<file path="config.mk">
export PLATFORM = sky130hd
export DESIGN_NAME = tri_fu_mul_bthenc_seq
export DESIGN_NICKNAME = d
export VERILOG_FILES = /design/src/rtl/tri_fu_mul_bthenc_seq.sv
export SDC_FILE = /design/constraint.sdc
export NUM_CORES = 1
export LEC_CHECK = 0
export CELL_PAD_IN_SITES_DETAIL_PLACEMENT = 0
export CELL_PAD_IN_SITES_GLOBAL_PLACEMENT = 1
export CORE_MARGIN = 8
export CORE_UTILIZATION = 35
export CTS_CLUSTER_SIZE = 10
export DETAILED_ROUTE_END_ITERATION = 7
export PLACE_DENSITY_LB_ADDON = 0.2
export SLEW_MARGIN = 20
export SYNTH_ARGS = -nofsm -noshare
export SYNTH_HDL_FRONTEND = slang
export SYNTH_SLANG_ARGS = --single-unit
</file>
<file path="constraint.sdc">
create_clock -name nclk -period 7.11 [get_ports nclk]
set_input_delay 2.133 -clock nclk [delete_from_list [all_inputs] [get_ports nclk]]
set_output_delay 2.133 -clock nclk [all_outputs]
set_load 0.005 [all_outputs]
</file>
<file path="src/rtl/tri_fu_mul_bthenc_seq.sv">
// Sequential radix-4 Booth encoder: captures a multiplier operand and
// streams one Booth digit (sneg/sx/sx2 controls + index) per handshake.
// Ports: nclk, rst (async, active-high); ld_val/ld_rdy/ld_data operand in;
//        dig_val/dig_rdy digit handshake; dig_sneg, dig_sx, dig_sx2,
//        dig_idx (weight 4^k), dig_last.
// Macro TRI_FU_BTHENC_SIGNED_EN: operand is two's complement, WIDTH/2
// digits. Undefined: operand unsigned, WIDTH/2+1 digits.
module tri_fu_mul_bthenc_seq #(
   parameter int WIDTH = 16,
   localparam int IW   = $clog2(WIDTH/2+1)
) (
   input  logic             nclk,
   input  logic             rst,
   input  logic             ld_val,
   output logic             ld_rdy,
   input  logic [WIDTH-1:0] ld_data,
   output logic             dig_val,
   input  logic             dig_rdy,
   output logic             dig_sneg,
   output logic             dig_sx,
   output logic             dig_sx2,
   output logic [IW-1:0]    dig_idx,
   output logic             dig_last
);

`ifdef TRI_FU_BTHENC_SIGNED_EN
   localparam int NDIG = WIDTH/2;
`else
   localparam int NDIG = WIDTH/2 + 1;
`endif
   localparam logic [IW-1:0] LAST_IDX = IW'(NDIG-1);

   typedef enum logic {IDLE, SCAN} state_t;

   state_t             state_q, state_d;
   logic [WIDTH-1:0]   op_q;
   logic [IW-1:0]      idx_q;
   logic [WIDTH+2:0]   ext;
   logic [2:0]         trip;
   logic               is_last;
   logic               ld_fire;
   logic               dig_fire;

   // Operand padded with b[-1]=0 below and two zeros above, so the
   // extra unsigned digit sees {0,0,b[WIDTH-1]}.
   assign ext     = {2'b00, op_q, 1'b0};
   assign trip    = 3'(ext >> {idx_q, 1'b0});
   assign is_last = (idx_q == LAST_IDX);

   always_ff @(posedge nclk or posedge rst) begin
      if (rst) begin
         state_q <= IDLE;
      end else begin
         state_q <= state_d;
      end
   end

   always_ff @(posedge nclk or posedge rst) begin
      if (rst) begin
         op_q  <= '0;
         idx_q <= '0;
      end else if (ld_fire) begin
         op_q  <= ld_data;
         idx_q <= '0;
      end else if (dig_fire) begin
         idx_q <= is_last ? '0 : idx_q + IW'(1);
      end
   end

   always_comb begin
      state_d  = state_q;
      ld_rdy   = 1'b0;
      dig_val  = 1'b0;
      dig_sneg = 1'b0;
      dig_sx   = 1'b0;
      dig_sx2  = 1'b0;
      dig_idx  = '0;
      dig_last = 1'b0;
      ld_fire  = 1'b0;
      dig_fire = 1'b0;
      unique case (state_q)
         IDLE: begin
            ld_rdy  = 1'b1;
            ld_fire = ld_val;
            if (ld_val) state_d = SCAN;
         end
         SCAN: begin
            dig_val  = 1'b1;
            dig_sneg = trip[2];
            dig_sx   = trip[1] ^ trip[0];
            // x2 only for +2 (011) and -2 (100); 111 is -0.
            dig_sx2  = (trip == 3'b011) | (trip == 3'b100);
            dig_idx  = idx_q;
            dig_last = is_last;
            dig_fire = dig_rdy;
            if (dig_rdy && is_last) state_d = IDLE;
         end
      endcase
   end

endmodule

</file>
==> reports/qor.yml <==
fin_skew_ns: 0.00742
finalSetupTns_ns: 0
max_freq_mhz: 205
cts_tree: "built"
fin_nets: 156
setup_viol: 0
clk_pin_slew_ns: 0.10
reg2reg_to: "idx_q[3]"
r2r_start: "idx_q[0]"
portBuffers: 29
postLayoutCoreUtil: 0.469
cts.repair.resized: 0
clockBufferDepth: 2
tightestPinTransition_ns: 0.791
fp.dieW_um: 75.3
fillers: 335
synth_cell_types: 29
hold_depth: 1
outcome: "finished, final reports clean"
h-tree-depth: 1
cts_root_buf: "clkbuf_4"
ys_ff_latch: 21
grt-ovfl-total: 0
maxCapViolations: 0
hp-start: "op_q[10]"
postCtsSetupRepairBufs: 0
yosys_warnings: 0
cts_buffers: 3
drt-total-wl_um: 2460
reg2reg_setup_slack_ns: 5.45
clkPwrFrac: 0.082
die_h_um: 75.3
vias: 849
combPwrFrac: 0.551
antenna_found_initial: 0
period_needed_ns: 4.88
vdd_drop_max_mv: 0.131
fin_crit_sh: 0.686
drt_iter0_markers: 56
seq_area_frac_synth: 0.427
slew_headroom: 0.472
place_area_sq_um: 1550
p_sw_mw: 0.234
hold_viol: 0
total_power_mw: 0.672
core_sq_um: 3360
worst-endpoint-required_ns: 4.98
grt_pass1_vias: 896
async_reset_ff_frac: 1.00
cts_hold_buf: 0
p_seq_frac: 0.366
synth_nets: 127
p_int_mw: 0.438
area_growth_pct: 28.0
preCtsSetupSlack_ns: 2.55
grt_max_degree: 22
crit_arrival_ns: 2.75
io_pins: 30
grt_use_total: 0.0932
netlist_area_sq_um: 1230
insertion_delay_ns: 0.30
wl_per_cell_um: 13.9
cp_max_fo: 14
synth_cells: 103
synth_area_per_cell_sq_um: 12.0
via_per_inst: 4.80
hold_end: "op_q[10]"
drive_above_1_share: 0.214
total_leakage_power_nw: 0.668
grt_pass1_wl_um: 4100
slowest_delay_ns: 0.71
hpwl_um: 1900
rsz0062_at_grt: "false"
slowest_stage: "dfrtp_1"
final_area_sq_um: 1580
path_cells: "mux4_1 -> nand2b_1 -> mux2_2 -> ha_1 -> nand2_1 -> mux2i_1 -> clkdlybuf4s50_1"
rows: 21
ant_nets: 0
sw_frac_of_total: 0.349
ys.flop_type: "dfrtp_1"
crit_type: "register to primary output"
cts.sinks: 21
place.gp.congestion: 0.786
initial_core_util: 0.366
synth_edf_count: 0
antenna-diode-count: 0
drc: 0
r2r_cells: 6
worst_slack_ns: 2.23
powerDensity_nw_per_um2: 426
critPathCaptureType: "primary output"
drv_slew: 0
drt_pre_antenna_iters: 4
critical_path.startpoint_type: "register"
hp-class: "register to register"
die-area_sq_um: 5670
stage by stage:
| step | hold WS [ns] | cells |
|---|---|---|
| after floorplan | 0.472 | 103 |
| after global placement | 0.485 | 173 |
| after detailed placement | 0.493 | 173 |
| after CTS | 0.519 | 177 |
| after global routing | 0.538 | 177 |
| final | 0.517 | 177 |
sequential cells by signal, summed over array words and instances (netlist names):
signal,flops
op_q,16
idx_q,4
state_q,1
worst max path at each step:
stage               depth (start not counted)  slack (ns)      from      end
CTS                                         7        2.20  idx_q[0]  dig_sx2
detailed placement                          7        2.55  idx_q[0]  dig_sx2
global route                                7        2.09  idx_q[0]  dig_sx2
finish                                      7        2.23  idx_q[0]  dig_sx2
floorplan                                   7        3.36  idx_q[0]   dig_sx
global placement                            7        2.63  idx_q[0]  dig_sx2
synth_stat cells, types with 2 or more instances:
master / instances / area share
a21oi_1: 2 / 0.0081
a21oi_2: 2 / 0.014
and2_1: 3 / 0.015
buf_2: 2 / 0.0081
clkbuf_1: 2 / 0.0061
dfrtp_1: 21 / 0.43
ha_1: 4 / 0.041
inv_1: 5 / 0.015
mux2_2: 17 / 0.16
mux2i_1: 5 / 0.041
mux4_1: 2 / 0.043
mux4_2: 2 / 0.037
nand2_1: 7 / 0.021
nand2b_1: 3 / 0.015
nand3_1: 2 / 0.0081
nor2_1: 7 / 0.021
nor2b_1: 2 / 0.010
nor3b_1: 2 / 0.012
o21ai_0: 2 / 0.0081
o31ai_1: 2 / 0.012
kinds of logic (layout without fill, tap and decap cells):
group / Yosys count / in the layout / synth area share
simple gates: 28 / 28 / 0.119
mux: 27 / 27 / 0.288
flops: 21 / 21 / 0.427
compound gates: 12 / 12 / 0.0813
buf+inv: 11 / 39 / 0.0447
fa+ha+maj: 4 / 4 / 0.0407
per-layer routing:
metal / wire length (um) / share of wire / track usage / vias up
met5: 0 / 0 / 0 / -
met4: 20 / 0.0081 / 0.0384 / 0
met2: 1090 / 0.44 / 0.146 / 30
met1: 1170 / 0.48 / 0.119 / 396
li1: - / - / - / 421
met3: 170 / 0.069 / 0.0237 / 2
power by group through the flow:
stage | Clock [mW] | Sequential, mW | Combinational (mW)
floorplan | 0 | 0.210 | 0.272
detailed placement | 0 | 0.249 | 0.375
finish | 0.0553 | 0.246 | 0.371
global route | 0.0644 | 0.257 | 0.408
global placement | 0 | 0.246 | 0.365
CTS | 0.0593 | 0.246 | 0.377
placed cells by master (no fill, tap or decap):
cell type / n
a21oi_1: 2
mux2_4: 1
clkdlybuf4s50_1: 29
inv_1: 5
clkbuf_4: 3
mux4_2: 2
mux4_1: 2
ha_1: 4
mux2_2: 17
buf_4: 1
nand2_1: 7
a32o_1: 1
o21ai_0: 2
nor2_1: 7
nor3b_1: 2
o31ai_1: 2
nand2b_4: 1
nor2b_1: 2
a31oi_1: 1
o21ai_1: 1
clkbuf_1: 1
and2_1: 3
mux2i_1: 5
nor3_1: 1
dfrtp_1: 21
nand3_1: 2
nand2b_1: 3
a21oi_2: 2
o311ai_4: 1
cell type report:
class / count / area [sq um] / share of cell area
multi-input combinational: 71 / 651 / 0.413
timing repair buffer: 30 / 298 / 0.189
inverter: 5 / 18.8 / 0.0119
clock buffer: 4 / 26.3 / 0.0167
tap: 46 / 57.6 / 0.0365
sequential: 21 / 526 / 0.333
critical path: cells and delay by family, from the launching register on:
kind	cells	cell delay (ns)
multiplexers	3	0.92
buffers and inverters	1	0.52
flip-flops	1	0.71
AND/OR/NAND/NOR	2	0.15
adder cells (fa/ha/maj)	1	0.14
No activity file was read; power rests on OpenSTA's default activity.
